**config.mk**
```make
export PLATFORM = sky130hd
export DESIGN_NAME = target_unpacket
export DESIGN_NICKNAME = d
export VERILOG_FILES = /design/src/rtl/target_packet_pkg.sv /design/src/rtl/target_unpacket.sv
export SDC_FILE = /design/constraint.sdc
export NUM_CORES = 1
export LEC_CHECK = 0
export CAP_MARGIN = 5
export CORE_UTILIZATION = 49
export DETAILED_ROUTE_END_ITERATION = 8
export PLACE_DENSITY = 0.77
export SKIP_CTS_REPAIR_TIMING = 1
export SLEW_MARGIN = 20
export SYNTH_ARGS = -nofsm -noshare
export SYNTH_HDL_FRONTEND = slang
export SYNTH_SLANG_ARGS = --single-unit
```
**constraint.sdc**
```tcl
create_clock -name aclk -period 2.9 [get_ports aclk]
set_input_delay 0.58 -clock aclk [delete_from_list [all_inputs] [get_ports aclk]]
set_output_delay 0.58 -clock aclk [all_outputs]
set_load 0.01 [all_outputs]
```
**src/rtl/target_packet_pkg.sv**
```systemverilog
// Header layout, state encoding and sizing helper shared by the target packetizer
// and the target unpacketizer.
package target_packet_pkg;

    localparam logic [31:0] SYNC_WORD     = 32'h1aa1_1ff1;
    localparam int          HEADER_LENGTH = 4;

    localparam int HDR_SYNC_IDX = 0;
    localparam int HDR_TS_IDX   = 1;
    localparam int HDR_LEN_IDX  = 2;
    localparam int HDR_SIZE_IDX = 3;

    localparam int LEN_LSB   = 0;
    localparam int LEN_MSB   = 15;
    localparam int MORE_BIT  = 16;
    localparam int HSIZE_LSB = 16;
    localparam int HSIZE_MSB = 31;
    localparam int VSIZE_LSB = 0;
    localparam int VSIZE_MSB = 15;

    typedef enum logic [1:0] {
        ST_HUNT = 2'd0,
        ST_HDR  = 2'd1,
        ST_DATA = 2'd2,
        ST_DROP = 2'd3
    } unpack_state_e;

    function automatic int clogb2(input int value);
        int result;
        result = 0;
        for (int v = value - 1; v > 0; v = v >> 1) begin
            result = result + 1;
        end
        return result;
    endfunction

endpackage

```
**src/rtl/target_unpacket.sv**
```systemverilog
// Receive-side target packet parser: validates the 4-word header, reassembles
// CELL_LENGTH-word cells into records, flags end-of-frame and counts malformed packets.
module target_unpacket
    import target_packet_pkg::*;
#(
    parameter int          MAX_PER_PACKET = 90,
    parameter int          INFO_BITS      = 128,
    parameter int          DATA_BITS      = 32,
    parameter logic [31:0] SYNC_WORD      = target_packet_pkg::SYNC_WORD
) (
    input  logic                 aclk,
    input  logic                 aresetn,
    input  logic [DATA_BITS-1:0] packet_tdata,
    input  logic                 packet_tvalid,
    input  logic                 packet_tlast,
    output logic                 packet_tready,
    output logic [INFO_BITS-1:0] target_info,
    output logic                 target_valid,
    input  logic                 target_ready,
    output logic                 target_eof,
    output logic [DATA_BITS-1:0] timestamp,
    output logic [15:0]          hsize,
    output logic [15:0]          vsize,
    output logic                 err_pulse,
    output logic [15:0]          err_count
);

    localparam int CELL_LENGTH = INFO_BITS / DATA_BITS;
    localparam int WC_W        = (CELL_LENGTH > 1) ? clogb2(CELL_LENGTH) : 1;
    localparam int HC_W        = clogb2(HEADER_LENGTH);
    localparam logic [WC_W-1:0] LAST_WORD = WC_W'(CELL_LENGTH - 1);

    unpack_state_e          state_q,     state_d;
    logic [HC_W-1:0]        hdr_cnt_q,   hdr_cnt_d;
    logic [WC_W-1:0]        word_cnt_q,  word_cnt_d;
    logic [15:0]            cell_cnt_q,  cell_cnt_d;
    logic [15:0]            chunk_len_q, chunk_len_d;
    logic                   has_more_q,  has_more_d;
    logic [INFO_BITS-1:0]   asm_q,       asm_d;
    logic [INFO_BITS-1:0]   info_q,      info_d;
    logic                   valid_q,     valid_d;
    logic                   eof_q,       eof_d;
    logic                   eof_pend_q,  eof_pend_d;
    logic                   err_q,       err_d;
    logic [15:0]            err_cnt_q,   err_cnt_d;
    logic [DATA_BITS-1:0]   ts_q,        ts_d;
    logic [15:0]            hsize_q,     hsize_d;
    logic [15:0]            vsize_q,     vsize_d;

    logic        ready_s;
    logic        accept_s;
    logic        load_s;
    logic        arm_s;
    logic        pend_s;
    logic        cell_end_s;
    logic        final_s;
    logic [15:0] len_s;

    // Back-pressure: only the cell-completing word can stall, so the output register never overflows.
    always_comb begin
        if ((state_q == ST_DATA) && (word_cnt_q == LAST_WORD) &&
            ((valid_q && !target_ready) || eof_pend_q)) begin
            ready_s = 1'b0;
        end else begin
            ready_s = 1'b1;
        end
    end

    assign packet_tready = aresetn & ready_s;
    assign accept_s      = packet_tvalid & packet_tready;
    assign len_s         = packet_tdata[LEN_MSB:LEN_LSB];
    assign cell_end_s    = (word_cnt_q == LAST_WORD);
    assign final_s       = cell_end_s && (cell_cnt_q == (chunk_len_q - 16'd1));

    // Packet parser: header checks, cell assembly and malformed-packet recovery.
    always_comb begin
        state_d     = state_q;
        hdr_cnt_d   = hdr_cnt_q;
        word_cnt_d  = word_cnt_q;
        cell_cnt_d  = cell_cnt_q;
        chunk_len_d = chunk_len_q;
        has_more_d  = has_more_q;
        asm_d       = asm_q;
        ts_d        = ts_q;
        hsize_d     = hsize_q;
        vsize_d     = vsize_q;
        load_s      = 1'b0;
        arm_s       = 1'b0;
        err_d       = 1'b0;
        if (accept_s) begin
            case (state_q)
                ST_HUNT: begin
                    if (packet_tdata != SYNC_WORD) begin
                        state_d = ST_HUNT;
                    end else if (packet_tlast) begin
                        err_d = 1'b1;
                    end else begin
                        state_d   = ST_HDR;
                        hdr_cnt_d = HC_W'(HDR_SYNC_IDX + 1);
                    end
                end
                ST_HDR: begin
                    case (hdr_cnt_q)
                        HC_W'(HDR_TS_IDX): begin
                            ts_d = packet_tdata;
                            if (packet_tlast) begin
                                err_d   = 1'b1;
                                state_d = ST_HUNT;
                            end else begin
                                hdr_cnt_d = HC_W'(HDR_LEN_IDX);
                            end
                        end
                        HC_W'(HDR_LEN_IDX): begin
                            chunk_len_d = len_s;
                            has_more_d  = packet_tdata[MORE_BIT];
                            if (len_s > 16'(MAX_PER_PACKET)) begin
                                err_d   = 1'b1;
                                state_d = packet_tlast ? ST_HUNT : ST_DROP;
                            end else if (packet_tlast) begin
                                err_d   = 1'b1;
                                state_d = ST_HUNT;
                            end else begin
                                hdr_cnt_d = HC_W'(HDR_SIZE_IDX);
                            end
                        end
                        HC_W'(HDR_SIZE_IDX): begin
                            hsize_d = packet_tdata[HSIZE_MSB:HSIZE_LSB];
                            vsize_d = packet_tdata[VSIZE_MSB:VSIZE_LSB];
                            if (packet_tlast && (chunk_len_q == 16'd0)) begin
                                state_d = ST_HUNT;
                                arm_s   = !has_more_q;
                            end else if (packet_tlast) begin
                                err_d   = 1'b1;
                                state_d = ST_HUNT;
                            end else if (chunk_len_q == 16'd0) begin
                                err_d   = 1'b1;
                                state_d = ST_DROP;
                            end else begin
                                state_d    = ST_DATA;
                                cell_cnt_d = 16'd0;
                                word_cnt_d = '0;
                            end
                        end
                        default: begin
                            state_d = ST_HUNT;
                        end
                    endcase
                end
                ST_DATA: begin
                    asm_d[int'(word_cnt_q) * DATA_BITS +: DATA_BITS] = packet_tdata;
                    if (cell_end_s) begin
                        load_s     = 1'b1;
                        word_cnt_d = '0;
                        cell_cnt_d = cell_cnt_q + 16'd1;
                    end else begin
                        word_cnt_d = word_cnt_q + WC_W'(1);
                    end
                    if (final_s) begin
                        if (packet_tlast) begin
                            state_d = ST_HUNT;
                            arm_s   = !has_more_q;
                        end else begin
                            err_d   = 1'b1;
                            state_d = ST_DROP;
                        end
                    end else if (packet_tlast) begin
                        err_d   = 1'b1;
                        state_d = ST_HUNT;
                    end else begin
                        state_d = ST_DATA;
                    end
                end
                ST_DROP: begin
                    if (packet_tlast) begin
                        state_d = ST_HUNT;
                    end else begin
                        state_d = ST_DROP;
                    end
                end
                default: begin
                    state_d = ST_HUNT;
                end
            endcase
        end else begin
            state_d = state_q;
        end
    end

    // Output record, end-of-frame sequencing and error accounting.
    always_comb begin
        info_d = info_q;
        if (load_s) begin
            valid_d = 1'b1;
            info_d  = asm_d;
        end else if (target_ready) begin
            valid_d = 1'b0;
        end else begin
            valid_d = valid_q;
        end

        // eof waits until the frame's last record has left the output register
        pend_s = eof_pend_q | arm_s;
        if (pend_s && !valid_d) begin
            eof_d      = 1'b1;
            eof_pend_d = 1'b0;
        end else begin
            eof_d      = 1'b0;
            eof_pend_d = pend_s;
        end

        if (err_d && (err_cnt_q != 16'hFFFF)) begin
            err_cnt_d = err_cnt_q + 16'd1;
        end else begin
            err_cnt_d = err_cnt_q;
        end
    end

    // State and output registers.
    always_ff @(posedge aclk or negedge aresetn) begin
        if (!aresetn) begin
            state_q     <= ST_HUNT;
            hdr_cnt_q   <= '0;
            word_cnt_q  <= '0;
            cell_cnt_q  <= 16'd0;
            chunk_len_q <= 16'd0;
            has_more_q  <= 1'b0;
            asm_q       <= '0;
            info_q      <= '0;
            valid_q     <= 1'b0;
            eof_q       <= 1'b0;
            eof_pend_q  <= 1'b0;
            err_q       <= 1'b0;
            err_cnt_q   <= 16'd0;
            ts_q        <= '0;
            hsize_q     <= 16'd0;
            vsize_q     <= 16'd0;
        end else begin
            state_q     <= state_d;
            hdr_cnt_q   <= hdr_cnt_d;
            word_cnt_q  <= word_cnt_d;
            cell_cnt_q  <= cell_cnt_d;
            chunk_len_q <= chunk_len_d;
            has_more_q  <= has_more_d;
            asm_q       <= asm_d;
            info_q      <= info_d;
            valid_q     <= valid_d;
            eof_q       <= eof_d;
            eof_pend_q  <= eof_pend_d;
            err_q       <= err_d;
            err_cnt_q   <= err_cnt_d;
            ts_q        <= ts_d;
            hsize_q     <= hsize_d;
            vsize_q     <= vsize_d;
        end
    end

    assign target_info  = info_q;
    assign target_valid = valid_q;
    assign target_eof   = eof_q;
    assign timestamp    = ts_q;
    assign hsize        = hsize_q;
    assign vsize        = vsize_q;
    assign err_pulse    = err_q;
    assign err_count    = err_cnt_q;

endmodule

```
Word level (Yosys, flattened, before mapping)
Index checks and enable logic that the tools add are counted.

Flip-flop bits (word level): 379. Output and inout port bits: 212. Word-level logic and storage cells: 129.

$add $sub $neg: 5. Order comparisons: 1. Eq/ne operators: 22. Shift operators: 2. Muxes and demuxes: 58. Bitwise operators: 3. Reductions and logical operators: 22.

Operators by type and width (number): 128-bit two-way mux (2); 128-bit bitwise mux (1); 32-bit by 33-bit variable shift with 128-bit output, first input constant (1); 32-bit by 33-bit indexed part select with 128-bit output (1); 16-bit two-way mux (5); 2-bit two-way mux (18); 7-bit negator with 33-bit output (1); 16-bit by 1-bit adder with 16-bit output, second input constant (2); 32-bit by 29-bit inequality test with 1-bit output, second input constant (1); 16-bit one-hot mux with 2 select lines (1); 1-bit two-way mux (23); 16-bit equality test (1); 16-bit by 7-bit > comparator with 1-bit output, second input constant (1); 16-bit zero test (1); 16-bit inequality test, second input constant (1); 16-bit by 1-bit subtractor with 16-bit output, second input constant (1); 2-bit inequality test, second input constant (7); 3-bit inequality test, second input constant (4); 2-bit one-hot mux with 2 select lines (3); 2-bit equality test, second input constant (5); 3-bit AND reduction (3); 2-bit one-hot mux with 4 select lines (1); 8-bit AND reduction (1); 1-bit logical AND (7); 15 further kinds (21).

Longest topological paths before layout
Gate-level depths: netlist of the first run.

Depth in word-level cells: 12. Depth in mapped cells: 13. Depth with buffers taken out: 12.

Worst setup path before layout of the first run
OpenSTA, ideal clock, no wires.

Path kind: register to register. From: register chunk_len_q[6]. To: register err_cnt_q[10], in the netlist err_count[10]. Setup time: 0.126 ns. Arrival: 2.962 ns. Data required time: 2.774 ns. Path slack: -0.189 ns. Cell stages (with the launch flop): 12. Period minus slack after synthesis: 3.089 ns. Cells stage by stage: dfrtp_1 or4_4 nor4_4 mux2_1 mux2i_1 o21a_1 nor4_2 ha_1 o221ai_2 buf_2 nand3_1 xnor2_1.

Longest elaborated chain between the ends: 8.

RTL lines: start: declaration (RTL line target_unpacket.sv:37) `logic [15:0] chunk_len_q, chunk_len_d;`; start signal: assignment (RTL line target_unpacket.sv:242) `chunk_len_q <= chunk_len_d;`; parallel branches: the longest is 5 deep, another holds 16-bit by 1-bit subtractor with 16-bit output; 1-bit one-hot mux with 3 select lines * (RTL line target_unpacket.sv:91) `case (state_q)`; 1-bit two-way mux * (RTL line target_unpacket.sv:90) `if (accept_s) begin`; 1-bit logical AND * (RTL line target_unpacket.sv:211) `if (err_d && (err_cnt_q != 16'hFFFF)) begin`; end signal: assignment (RTL line target_unpacket.sv:250) `err_cnt_q <= err_cnt_d;`; end: declaration (RTL line target_unpacket.sv:45) `logic [15:0] err_cnt_q, err_cnt_d;`.

Every way passes the cells marked *. A chain may end at the register's enable or synchronous reset.

Worst setup path after layout of the first run
From: register chunk_len_q[9]. To: register err_cnt_q[12], in the netlist err_count[12].

Same word-level chain as after synthesis.

==> parameters.txt, run 1 <==
Parameter                              Value

Route
  Remaining number of nets flagged by the antenna check after routing    0
  DRT Wirelength    a little under 50000 um
  Detailed-routing iteration count for the pre-antenna-repair pass    6
  Vias per std cell    5.80
  Number of design-rule violations left by the first detailed-router iteration    1180
  Final routed DRC violation total    0
  Routed length per placed instance    ~21 um
  Routed via count    ~14000

Layout
  Post-layout util    67.9%
  Synthesis-to-layout area growth    35.0%
  Count of nets after finishing    about 1900
  Layout cells sized above 1    18.4%
  Final antenna diode count    0
  Final std cells w/o fill    ~2300

Global route
  Global-route wire length before repair    approximately 75000 um
  Global-route usage over all layers    29.1%
  Number of global-route vias before repair    roughly 13000
  Number of antenna violations at the first check in global routing    1
  Global-route congestion overflow total    0
  Pin count of the biggest net entering global routing    ~130

Yosys
  Number of nets in the synthesized netlist    1614
  Number of register bits inferred by synthesis    between 300 and 400
  Number of different library cells in the post-synthesis netlist    65
  EDFF count, synth    0
  Portion of the post-synthesis area used by sequential elements    59.1%
  Share of Yosys cell area claimed by the top area cell type    approximately 59%
  Share of synthesized registers carrying an async set or reset    100%
  Yosys top cell by area    sky130_fd_sc_hd__dfrtp_1
  Mean area per synthesized cell    ~10 um^2
  Yosys synthesis warning count    0
  Leading cell types by total area after synthesis    sky130_fd_sc_hd__dfrtp_1, sky130_fd_sc_hd__nand2_1, sky130_fd_sc_hd__mux2_2
  Flip-flop cell with the highest count after synthesis    sky130_fd_sc_hd__dfrtp_1
  Synth Instances    1560
  Synth Cell Area    0.0160 mm^2

Timing
  Clock skew    between 15 and 20 ps
  Measured slew at the worst slew-check pin    around 900 ps
  Final setup slack of the worst path    -354 ps
  Final clock period utilization by the worst path    112%
  Worst-case headroom to the max-slew limit    ~40%
  Setup repair after global routing missed its margin    yes
  Clock period minus final worst setup slack    3250 ps
  Pins Over Slew Limit    0
  Setup-violating endpoint count in the final report    19
  Maximum achievable frequency    between 0.3 and 0.4 GHz
  Number of endpoints with negative hold slack in the final report    0

Floorplan
  Boundary Pins    around 250
  Core area    0.0319 mm^2
  Overall die width    ~180 um
  Initial Util    50.3%
  Row count    65
  Die extent in y    roughly 180 um
  Die area    around 0.033 mm^2

Clock network
  Clock tree from TritonCTS    yes
  Total number of H-tree levels    2
  Clock tree root driver cell    sky130_fd_sc_hd__clkbuf_16
  Clock buffer depth    3
  Clock transition at path regs    around 60 ps
  Worst skew pair latency    about 530 ps
  Clock buffer count from CTS    39
  Clk sink count    379

Placed design
  Detailed Place HPWL    approximately 33000 um
  Gp weighted congestion    between 0.8 and 0.9
  Port bufs    248
  Placement-stage worst setup slack    -445 ps
  Placed cell count    between 2000 and 2500

Hold path
  Worst hold-check path type    flip-flop to flip-flop

Power and ir drop
  Max rail drop VDD    between 0.0005 and 0.0006 V
  Power Density    a little under 600 mW/mm^2
  Total design power    12700 uW
  Leakage power total    just over 0.01 uW

Critical path
  Crit path capture type    flip-flop
  Worst path arrival time    about 3700 ps
  Type of the setup path with the least slack    flip-flop to flip-flop
  Crit path max fanout    5
  Required time reported for the critical path endpoint    roughly 3300 ps
  Critical Path Start Type    flip-flop

Run status
  Violated checks    setup timing
  Status    finished with violations

Flow run
  Count of max-cap constraint violations    0
-- routing by layer --
| layer | GRT usage (%) | part of all wire [%] | wire length (um) |
|---|---|---|---|
| met4 | 11.6 | 4.0 | 1970 |
| met1 | 38.7 | 40 | 19900 |
| met3 | 6.57 | 8.3 | 4080 |
| met2 | 46.5 | 47 | 23200 |
| met5 | 0 | 0 | 0 |
-- flip-flops by register name, summed over array words and instances, names as in the netlist --
register / flops
asm_q: 128
target_info: 128
timestamp: 32
cell_cnt_q: 16
chunk_len_q: 16
err_count: 16
hsize: 16
vsize: 16
hdr_cnt_q: 2
state_q: 2
word_cnt_q: 2
eof_pend_q: 1
err_pulse: 1
has_more_q: 1
target_eof: 1
target_valid: 1
-- final cells by class --
| type | count | area, um^2 |
|---|---|---|
| Tap cell | 435 | 544 |
| Timing Repair Buffer | 389 | 3840 |
| Fill cell | 2407 | 10200 |
| Multi-Input combinational cell | 1056 | 6360 |
| Clock buffer | 57 | 1160 |
| Sequential cell | 379 | 9490 |
| Clock inverter | 12 | 206 |
| Inverter | 14 | 57.6 |
-- logic make-up (layout without fill, tap and decap cells) --
family	count (synthesis)	count (layout)	synth area share [%]
buf+inv	125	472	3.18
simple gates	718	718	20.4
fa+ha+maj	17	17	1.33
compound gates	202	202	8.18
mux	82	82	5.74
xor+xnor	37	37	2.02
flops	379	379	59.1
-- worst paths after layout --
| check | depth (start not counted) | from | slack, ps | to |
|---|---|---|---|---|
| min reg2reg | 2 | asm_q[1] | 460 | asm_q[1] |
| max | 11 | chunk_len_q[9] | -350 | err_count[12] |
| max in group asynchronous | 4 | aresetn | 640 | timestamp[24] |
| max reg2reg | 11 | chunk_len_q[9] | -350 | err_count[12] |
| min in group asynchronous | 2 | aresetn | 470 | err_count[11] |
| min | 2 | asm_q[1] | 460 | asm_q[1] |
-- synth_stat cells, drive strengths merged (11+ instances only) --
cell      n
clkbuf   86
nand2   308
mux2     80
o21ai    19
a31oi   130
buf      25
nor2    144
and3     22
nor4     11
dfrtp   379
inv      14
nand3   156
ha       17
nor3     13
xnor2    31
a21oi    17
-- metrics by stage --
step	setup TNS [ps]	cell area, um^2	hold WS, ps
6_report	-5050	21700	459
4_1_cts	-7820	21300	-131
3_3_place_gp	-5510	19900	418
3_5_place_dp	-7530	19900	420
5_1_grt	-8880	21700	480
2_1_floorplan	-915	16100	284
-- report_power, final --
part	internal (uW)	switching [uW]	leakage, uW
sequential	5540	255	0.00523
combinational	809	769	0.00439
clock	3240	2080	0.000671
-- placed cells by master (no fill, tap or decap), types with 7 or more instances in the layout --
cell                              synthesis  layout
sky130_fd_sc_hd__dfrtp_1                379     377
sky130_fd_sc_hd__nand2_1                308     301
sky130_fd_sc_hd__clkdlybuf4s50_1          0     246
sky130_fd_sc_hd__nand3_1                156     146
sky130_fd_sc_hd__nor2_1                 144     144
sky130_fd_sc_hd__a31oi_1                130     130
sky130_fd_sc_hd__buf_4                    5     110
sky130_fd_sc_hd__mux2_2                  75      75
sky130_fd_sc_hd__clkbuf_16                0      42
sky130_fd_sc_hd__xnor2_1                 31      31
sky130_fd_sc_hd__and3_1                  22      21
sky130_fd_sc_hd__buf_12                   0      16
sky130_fd_sc_hd__ha_1                    17      14
sky130_fd_sc_hd__inv_1                   14      12
sky130_fd_sc_hd__a21oi_1                 17      11
sky130_fd_sc_hd__nand4_1                 10      10
sky130_fd_sc_hd__o21ai_0                 16      10
sky130_fd_sc_hd__nand3_2                  0      10
sky130_fd_sc_hd__nand3b_1                10      10
sky130_fd_sc_hd__clkbuf_8                 0      10
sky130_fd_sc_hd__nor3_1                  13       8
sky130_fd_sc_hd__buf_6                    0       8
sky130_fd_sc_hd__clkbuf_1                85       7
-- critical path, stage by stage, from the launching register on --
cell	delay [ps]
sky130_fd_sc_hd__dfrtp_1	400
sky130_fd_sc_hd__or4_4	560
sky130_fd_sc_hd__nor4_4	330
sky130_fd_sc_hd__mux2_1	190
sky130_fd_sc_hd__mux2i_1	60
sky130_fd_sc_hd__o21a_1	200
sky130_fd_sc_hd__nor4_2	330
sky130_fd_sc_hd__ha_1	310
sky130_fd_sc_hd__o221ai_4	300
sky130_fd_sc_hd__buf_2	240
sky130_fd_sc_hd__nand3_2	80
sky130_fd_sc_hd__xnor2_1	130
Power figures use the tool's default switching activity.
==> inputs of run 2 (changes only) <==
--- a/config.mk
+++ b/config.mk
@@ -10,7 +10,7 @@
 export DETAILED_ROUTE_END_ITERATION = 8
 export PLACE_DENSITY = 0.77
 export SKIP_CTS_REPAIR_TIMING = 1
-export SLEW_MARGIN = 20
+export SLEW_MARGIN = 5
 export SYNTH_ARGS = -nofsm -noshare
 export SYNTH_HDL_FRONTEND = slang
 export SYNTH_SLANG_ARGS = --single-unit
==> results of run 2 <==
The final DEF is identical to that of run 1; final timing and power are the same.
==> inputs of run 3 (changes only) <==
--- a/config.mk
+++ b/config.mk
@@ -10,7 +10,6 @@
 export DETAILED_ROUTE_END_ITERATION = 8
 export PLACE_DENSITY = 0.77
 export SKIP_CTS_REPAIR_TIMING = 1
-export SLEW_MARGIN = 5
 export SYNTH_ARGS = -nofsm -noshare
 export SYNTH_HDL_FRONTEND = slang
 export SYNTH_SLANG_ARGS = --single-unit
==> results of run 3 <==
The final DEF is identical to that of run 1; final timing and power are the same.
